### config.mk
export PLATFORM = sky130hd
export DESIGN_NAME = lcd_cmd_host_flat
export DESIGN_NICKNAME = d
export VERILOG_FILES = /design/src/rtl/lcd_cmd_host_if.sv /design/src/rtl/lcd_cmd_host.sv /design/src/flat_wrapper.sv
export SDC_FILE = /design/constraint.sdc
export NUM_CORES = 1
export LEC_CHECK = 0
export ABC_AREA = 1
export BUFFER_PORTS_ARGS = -buffer_cell sky130_fd_sc_hd__buf_2
export CAP_MARGIN = 20
export CORE_MARGIN = 3
export CORE_UTILIZATION = 40
export DETAILED_ROUTE_END_ITERATION = 7
export GPL_ROUTABILITY_DRIVEN = 0
export GPL_TIMING_DRIVEN = 0
export PLACE_DENSITY = 0.62
export SETUP_SLACK_MARGIN = 0.3
export SYNTH_ARGS = -nofsm -noshare
export SYNTH_HDL_FRONTEND = slang
export SYNTH_SLANG_ARGS = --single-unit
export TNS_END_PERCENT = 10
### constraint.sdc
create_clock -name clk -period 4 [get_ports clk]
set_input_delay 0.8 -clock clk [delete_from_list [all_inputs] [get_ports clk]]
set_output_delay 0.8 -clock clk [all_outputs]
set_load 0.05 [all_outputs]
### src/rtl/lcd_cmd_host_if.sv
// Command/pixel link between the LCD host initiator and the LCD controller.
// The master side issues commands and streams pixels; the slave side returns the window.
interface lcd_cmd_if;
  logic [3:0] cmd;
  logic       cmd_valid;
  logic [7:0] datain;
  logic       busy;
  logic [7:0] dataout;
  logic       output_valid;

  modport master (output cmd, output cmd_valid, output datain,
                  input  busy, input dataout, input output_valid);
  modport slave  (input  cmd, input cmd_valid, input datain,
                  output busy, output dataout, output output_valid);
endinterface

### src/rtl/lcd_cmd_host.sv
// Script-driven LCD command initiator: fetches commands from a script ROM, issues them when
// the controller is idle, streams the image after LOAD and captures the returned pixel window.
module lcd_cmd_host #(
  parameter int unsigned IMG_PIXELS = 108,
  parameter int unsigned OUT_PIXELS = 16,
  parameter int unsigned SCRIPT_AW  = 6,
  parameter int unsigned TIMEOUT    = 1023
) (
  input  logic                 clk,
  input  logic                 reset,
  input  logic                 i_start,
  output logic [SCRIPT_AW-1:0] o_script_addr,
  input  logic [3:0]           i_script_data,
  output logic [6:0]           o_img_addr,
  input  logic [7:0]           i_img_data,
  lcd_cmd_if.master            lcd,
  output logic                 o_win_we,
  output logic [3:0]           o_win_addr,
  output logic [7:0]           o_win_data,
  output logic                 o_resp_done,
  output logic                 o_done,
  output logic                 o_err
);

  localparam int unsigned PW = 8;
  localparam int unsigned TW = $clog2(TIMEOUT + 1);
  localparam logic [3:0]  CMD_LOAD = 4'h0;
  localparam logic [3:0]  CMD_END  = 4'hF;

  typedef enum logic [2:0] {
    S_IDLE, S_FETCH, S_ISSUE, S_LOAD, S_GUARD, S_WAIT, S_DONE
  } state_t;

  state_t               r_state;
  logic [SCRIPT_AW-1:0] r_ptr;
  logic [6:0]           r_k;
  logic [PW-1:0]        r_pix;
  logic [TW-1:0]        r_wait;
  logic [3:0]           r_cmd;
  logic                 r_cmd_valid;
  logic [7:0]           r_datain;
  logic                 r_win_we;
  logic [3:0]           r_win_addr;
  logic [7:0]           r_win_data;
  logic                 r_resp_done;
  logic                 r_done;
  logic                 r_err;

  logic                 w_timeout;
  logic                 w_pix_take;
  logic [PW:0]          w_pix_total;

  assign w_timeout   = (r_wait == TW'(TIMEOUT));
  assign w_pix_take  = lcd.output_valid && (r_pix < PW'(OUT_PIXELS));
  // Pixel arriving in the same cycle busy drops still counts toward the response.
  assign w_pix_total = {1'b0, r_pix} + (PW+1)'(lcd.output_valid);

  always_ff @(posedge clk or posedge reset) begin
    if (reset) begin
      r_state     <= S_IDLE;
      r_ptr       <= '0;
      r_k         <= '0;
      r_pix       <= '0;
      r_wait      <= '0;
      r_cmd       <= '0;
      r_cmd_valid <= 1'b0;
      r_datain    <= '0;
      r_win_we    <= 1'b0;
      r_win_addr  <= '0;
      r_win_data  <= '0;
      r_resp_done <= 1'b0;
      r_done      <= 1'b0;
      r_err       <= 1'b0;
    end else begin
      r_cmd_valid <= 1'b0;
      r_win_we    <= 1'b0;
      r_resp_done <= 1'b0;
      if (!w_timeout) r_wait <= r_wait + TW'(1);

      case (r_state)
        S_IDLE: begin
          if (i_start) begin
            r_ptr   <= '0;
            r_wait  <= '0;
            r_state <= S_FETCH;
          end
        end
        S_FETCH: begin
          if (i_script_data == CMD_END) begin
            r_done  <= 1'b1;
            r_wait  <= '0;
            r_state <= S_DONE;
          end else if (!lcd.busy) begin
            r_cmd       <= i_script_data;
            r_cmd_valid <= 1'b1;
            r_k         <= '0;
            r_wait      <= '0;
            r_state     <= S_ISSUE;
          end else if (w_timeout) begin
            r_err   <= 1'b1;
            r_done  <= 1'b1;
            r_wait  <= '0;
            r_state <= S_DONE;
          end
        end
        S_ISSUE: begin
          r_wait <= '0;
          if (r_cmd == CMD_LOAD) begin
            r_datain <= i_img_data;
            r_k      <= r_k + 7'(1);
            r_state  <= S_LOAD;
          end else begin
            r_state  <= S_GUARD;
          end
        end
        // r_k runs one ahead of the pixel on datain; all pixels are out once it hits IMG_PIXELS.
        S_LOAD: begin
          if (r_k == 7'(IMG_PIXELS)) begin
            r_k     <= '0;
            r_wait  <= '0;
            r_state <= S_GUARD;
          end else begin
            r_datain <= i_img_data;
            r_k      <= r_k + 7'(1);
          end
        end
        S_GUARD: begin
          r_wait  <= '0;
          r_state <= S_WAIT;
        end
        S_WAIT: begin
          if (w_pix_take) begin
            r_win_we   <= 1'b1;
            r_win_addr <= r_pix[3:0];
            r_win_data <= lcd.dataout;
          end
          if (lcd.output_valid && (r_pix != '1)) r_pix <= r_pix + PW'(1);
          if (!lcd.busy) begin
            r_resp_done <= 1'b1;
            r_ptr       <= r_ptr + SCRIPT_AW'(1);
            r_pix       <= '0;
            if (w_pix_total != (PW+1)'(OUT_PIXELS)) r_err <= 1'b1;
            r_wait      <= '0;
            r_state     <= S_FETCH;
          end else if (w_timeout) begin
            r_err   <= 1'b1;
            r_done  <= 1'b1;
            r_pix   <= '0;
            r_wait  <= '0;
            r_state <= S_DONE;
          end
        end
        S_DONE: begin
          if (i_start) begin
            r_done  <= 1'b0;
            r_err   <= 1'b0;
            r_ptr   <= '0;
            r_wait  <= '0;
            r_state <= S_FETCH;
          end
        end
        default: r_state <= S_IDLE;
      endcase
    end
  end

  assign o_script_addr = r_ptr;
  assign o_img_addr    = r_k;
  assign lcd.cmd       = r_cmd;
  assign lcd.cmd_valid = r_cmd_valid;
  assign lcd.datain    = r_datain;
  assign o_win_we      = r_win_we;
  assign o_win_addr    = r_win_addr;
  assign o_win_data    = r_win_data;
  assign o_resp_done   = r_resp_done;
  assign o_done        = r_done;
  assign o_err         = r_err;

endmodule

### src/flat_wrapper.sv
// flat-port wrapper written by rule: the top's interface ports become plain ports
module lcd_cmd_host_flat 
#(
  parameter int unsigned IMG_PIXELS = 108,
  parameter int unsigned OUT_PIXELS = 16,
  parameter int unsigned SCRIPT_AW  = 6,
  parameter int unsigned TIMEOUT    = 1023
)
  (clk, reset, i_start, o_script_addr, i_script_data, o_img_addr, i_img_data, o_win_we, o_win_addr, o_win_data, o_resp_done, o_done, o_err, lcd_cmd, lcd_cmd_valid, lcd_datain, lcd_busy, lcd_dataout, lcd_output_valid);
  lcd_cmd_if lcd_i ();
  input  logic clk;
  input  logic reset;
  input  logic i_start;
  output logic [SCRIPT_AW-1:0] o_script_addr;
  input  logic [3:0] i_script_data;
  output logic [6:0] o_img_addr;
  input  logic [7:0] i_img_data;
  output logic o_win_we;
  output logic [3:0] o_win_addr;
  output logic [7:0] o_win_data;
  output logic o_resp_done;
  output logic o_done;
  output logic o_err;
  output wire logic [$bits(lcd_i.cmd)-1:0] lcd_cmd;
  output wire logic [$bits(lcd_i.cmd_valid)-1:0] lcd_cmd_valid;
  output wire logic [$bits(lcd_i.datain)-1:0] lcd_datain;
  input wire logic [$bits(lcd_i.busy)-1:0] lcd_busy;
  input wire logic [$bits(lcd_i.dataout)-1:0] lcd_dataout;
  input wire logic [$bits(lcd_i.output_valid)-1:0] lcd_output_valid;
  assign lcd_cmd = lcd_i.cmd;
  assign lcd_cmd_valid = lcd_i.cmd_valid;
  assign lcd_datain = lcd_i.datain;
  assign lcd_i.busy = lcd_busy;
  assign lcd_i.dataout = lcd_dataout;
  assign lcd_i.output_valid = lcd_output_valid;
  lcd_cmd_host #(.IMG_PIXELS(IMG_PIXELS), .OUT_PIXELS(OUT_PIXELS), .SCRIPT_AW(SCRIPT_AW), .TIMEOUT(TIMEOUT)) u_core (.clk(clk), .reset(reset), .i_start(i_start), .o_script_addr(o_script_addr), .i_script_data(i_script_data), .o_img_addr(o_img_addr), .i_img_data(i_img_data), .lcd(lcd_i), .o_win_we(o_win_we), .o_win_addr(o_win_addr), .o_win_data(o_win_data), .o_resp_done(o_resp_done), .o_done(o_done), .o_err(o_err));
endmodule
# --- After elaboration in Yosys (flattened, before gate mapping) ---
# Index checks and enable logic that the tools add are counted.
word_totals:
  romBits: 0
  ff_bits: 63
  latchBits: 0
  mem_count: 0
  ramBits: 0
  input_bits: 25
  out_inout_bits: 42
op_classes:
  multipliers: 0
  div: 0
  shift: 0
  n_eq_ne: 22
  add_sub_neg: 5
  bitwise: 2
  n_mux: 46
  magnitude_cmp: 1
  reduce_logical: 19
ops:
  columns: ["operator", "count"]
  rows:
  - ["2-to-1 mux 10 bit", 6]
  - ["one-hot mux 10 bit (5 select lines)", 1]
  - ["2-to-1 mux 8 bit", 5]
  - ["2-to-1 mux 7 bit", 4]
  - ["2-to-1 mux 3 bit", 7]
  - ["one-hot mux 7 bit (3 select lines)", 1]
  - ["one-hot mux 3 bit (6 select lines)", 1]
  - ["one-hot mux 8 bit (2 select lines)", 1]
  - ["2-to-1 mux 1 bit", 15]
  - ["2-to-1 mux 6 bit", 2]
  - ["inequality test 2 bit (second input constant)", 6]
  - ["one-hot mux 6 bit (2 select lines)", 1]
  - ["adder 10 x 1 -> 10 bit (second input constant)", 1]
  - ["equality test 10 bit (second input constant)", 1]
  - ["adder 8 x 1 -> 9 bit", 1]
  - ["equality test 3 bit (second input constant)", 3]
  - ["inequality test 9 x 5 -> 1 bit (second input constant)", 1]
  - ["AND reduction 3 bit", 3]
  - ["adder 8 x 1 -> 8 bit (second input constant)", 1]
  - ["< comparator 8 x 5 -> 1 bit (second input constant)", 1]
  - ["inequality test 8 bit (second input constant)", 1]
  - ["AND reduction 2 bit", 4]
  - ["adder 7 x 1 -> 7 bit (second input constant)", 1]
  - ["equality test 7 bit (second input constant)", 1]
  - ["other kinds (17)", 26]

# --- Depth between registers and ports, before layout ---
depth:
  depth_word: 6
  ltp_mapped: 12

# --- Least setup slack after synthesis ---
# No wires, ideal clock.
synth_timing:
  kind: "input port to flip-flop"
  start: "input lcd_output_valid"
  end: "register u_core.r_err, in the netlist u_core.o_err"
  t_arrival_ps: 1798
  n_path_buf: 0
  required_ps: 3881
  path_slack_ps: 2083
  path_stages: 10
  path_cell_list: "ha_1 > ha_1 > nor2_1 > nand2_1 > nor2_1 > nand2_1 > nor2_1 > nand3_1 > nand3_1 > nand2_1"
synth_between:
  elab_chain_len: 4
synth_rtl:
  columns: ["item", "line_no", "text"]
  rows:
  - ["from (decl)", "flat_wrapper.sv:29", "input wire logic [$bits(lcd_i.output_valid)-1:0] lcd_output_valid;"]
  - ["adder 8 x 1 -> 9 bit", "lcd_cmd_host.sv:56", "assign w_pix_total = {1'b0, r_pix} + (PW+1)'(lcd.output_valid);"]
  - ["inequality test 9 x 5 -> 1 bit", "lcd_cmd_host.sv:142", "if (w_pix_total != (PW+1)'(OUT_PIXELS)) r_err <= 1'b1;"]
  - ["inequality test 3 x 2 -> 1 bit (no source line)", null, null]
  - ["AND reduction 5 bit (no source line)", null, null]
  - ["to (signal assigned)", "lcd_cmd_host.sv:142", null]
  - ["to (signal assigned)", "lcd_cmd_host.sv:146", "r_err <= 1'b1;"]
  - ["to (signal assigned)", "lcd_cmd_host.sv:156", "r_err <= 1'b0;"]
  - ["to (decl)", "lcd_cmd_host.sv:47", "logic r_err;"]
# No other way between the ends.
# A chain may end at the register's enable or synchronous reset.

# --- Final worst setup path ---
layout_timing:
  start: "register u_core.r_k[2], in the netlist u_core.o_img_addr[2]"
  end: "output o_img_addr[2]"
layout_rtl:
  columns: ["item", "line_no", "text"]
  rows:
  - ["from (decl)", "lcd_cmd_host.sv:36", "logic [6:0] r_k;"]
  - ["from (signal assigned)", "lcd_cmd_host.sv:110", "r_k <= r_k + 7'(1);"]
  - ["from (signal assigned)", "lcd_cmd_host.sv:124", "r_k <= r_k + 7'(1);"]
  - ["to (decl)", "flat_wrapper.sv:16", "output logic [6:0] o_img_addr;"]
# No word-level cell between the ends.

==> reports/metrics.cfg <==
[synth]
synth-seq-cells=63
netlist_area_mm2=0.003526
synth_ff_type=dfrtp_1
yosys.cell_types.count=37
ys_async_sr_fraction=1.000
ys_warn_count=0
synth_most_common_cell=nand2_1
synth_fp_nets=499
synth_top_area_share=0.4471
yosys-top-cells-count=nand2_1, dfrtp_1, nor2_1, inv_1, nand3_1
syn_area_per_cell_um2=7.566
synth-edff-count=0
synth_seq_area_share=0.4471
yosys-top-cells-area=dfrtp_1, nand2_1, nand3_1, nor2_1, inv_1
synth_top_area_cell=dfrtp_1
syn_inst=466

[setup_path]
arrival_ns=1.13
start_kind=register
cpLargestDelayFamily=flip-flops
cp_cell_sequence=buf_2
cpPeakStageDelay_ns=0.48
worst-path-buf-inv=1
r2r_slack_ns=2.18
cp_slowest_cell=dfrtp_1
crit_path_end_kind=output pin
critPathKind=reg -> out
worst-endpoint-required_ns=3.20
worst-path-max-fanout=7

[routing]
first_pass_iters=4
detail-route-antenna-nets=0
routedWlPerCell_um=11.89
drc=0
vias_per_cell=4.876
routed_wirelength_um=7766
first_iter_violations=123
vias=3184

[die]
io_pins=67
coreArea_mm2=0.008382
die_y_um=99.89
initial_core_util=0.4207
die_area_mm2=0.009977
die_width_um=99.89
rows=33

[placement]
pre_cts_ws_ns=1.822
hpwlAfterDp_um=5771
port_buffers=66
place_area_mm2=0.004008
placedCellCount=638

[power]
p_switching_mw=1.443
internal_power_mw=1.466
p_total_mw=2.908
p_per_area_mw_per_mm2=693.4
vdd_drop_max_mv=0.4519
power.share.sequential=0.325
p_clk_frac=0.186
leakage_nw=2.233
comb_power_share=0.489
swShare=0.4961

[grt]
gr-usage-all-layers=0.1645
grt_max_degree=40
globalRouteOverflowTotal=0
grt_pass1_vias=3021
antenna_found_initial=0
grt_pass1_wl_um=13460

[cts]
clk_latency_ns=0.33
clk_pin_slew_ns=0.08
cts_resized=0
htreeDepth=3
clockRootBuffer=clkbuf_8
cts_tree=built
clock-sinks=63
post_cts_buffers=0
cts_hold_buf=0
clockBufferDepth=2
cts_buffers=9

[timing]
fin_tns_setup_ns=0
hold_viol_final=0
max_clock_freq_ghz=0.5191
maxSlewHeadroom=0.6315
worstMarginPinSlew_ns=0.5519
clock_skew_ns=0.01036
timing.final.crit_share=0.4816
post-route-min-period_ns=1.926
finalSetupViolCount=0
maxSlewViolCount=0
fin_ws_ns=2.074
hold_ws_ns=0.4762
rsz0062_at_grt=no

[final_layout]
area_growth_syn_to_layout_pct=18.95
antenna_cells=0
n_fill_cell=861
nets=577
layoutNonFillerInstCount=653
drive_gt1_frac=0.2172
final_cell_area_mm2=0.004194
utilization=0.5004

[hold_path]
hold_class=reg -> reg

[job]
drv_cap=0

[run_status]
status=completed

[sequential cells by signal, indices dropped and copies added (netlist names)]
name                  flops
u_core.o_img_addr         7
u_core.o_win_data         8
u_core.lcd.datain         8
u_core.o_win_addr         4
u_core.r_pix              8
u_core.o_err              1
u_core.o_script_addr      6
u_core.lcd.cmd            4
u_core.r_wait            10
u_core.o_done             1
u_core.o_resp_done        1
u_core.lcd.cmd_valid      1
u_core.r_state            3
u_core.o_win_we           1
[per-layer routing]
layer	global-route usage	share of wire	vias to the layer above
met4	0.03992	0.0070	0
met5	0	0	-
met2	0.2668	0.45	59
li1	-	-	1652
met1	0.2181	0.49	1468
met3	0.04656	0.052	5
[placed cells by master, fill, tap and decap left out, types with 9 or more instances in the layout]
cell	synthesis	layout
nor3_1	9	9
nand4_1	12	12
nor2_1	45	45
a21oi_1	11	11
xor2_1	9	9
dfrtp_1	63	63
inv_1	39	38
nand3_1	34	34
o21ai_0	22	22
buf_2	3	69
clkbuf_8	0	9
nand2_1	164	164
[area by class of cell]
cell class | instances | area (um2) | area share
Inverter | 47 | 176.4 | 0.04206
Sequential cell | 63 | 1577 | 0.3759
Clock inverter | 6 | 62.56 | 0.01492
Buffer | 9 | 61.31 | 0.01462
Multi-Input combinational cell | 347 | 1712 | 0.4081
Clock buffer | 9 | 123.9 | 0.02953
Tap cell | 105 | 131.4 | 0.03132
Timing Repair Buffer | 67 | 350.3 | 0.08353
[power by group through the flow]
stage                     sequential (mW)  combinational, mW  clock [mW]
final                               0.944               1.42       0.542
after global routing                0.968               1.57       0.588
after CTS                           0.944               1.44       0.558
after detailed placement            0.951               1.44           0
after global placement              0.949               1.42           0
after floorplan                      1.41              0.643           0
[cell families (layout without fill, tap and decap cells)]
family / Yosys count / after routing / synth area share
mux: 1 / 1 / 0.002839
simple gates: 282 / 282 / 0.3510
buf+inv: 56 / 138 / 0.06742
flops: 63 / 63 / 0.4471
xor+xnor: 11 / 11 / 0.02733
fa+ha+maj: 8 / 8 / 0.02839
compound gates: 45 / 45 / 0.07594
[worst paths after layout]
check	end	startpoint	cells past startpoint
worst max-delay path	o_img_addr[2]	u_core.o_img_addr[2]	1
worst min-delay path	u_core.lcd.datain[1]	u_core.lcd.datain[1]	2
worst max register to register	u_core.r_wait[0]	u_core.r_wait[0]	6
worst min register to register	u_core.lcd.datain[1]	u_core.lcd.datain[1]	2
max in group asynchronous	u_core.r_wait[5]	reset	3
min in group asynchronous	u_core.lcd.datain[3]	reset	2
No activity file was read; power rests on OpenSTA's default activity.
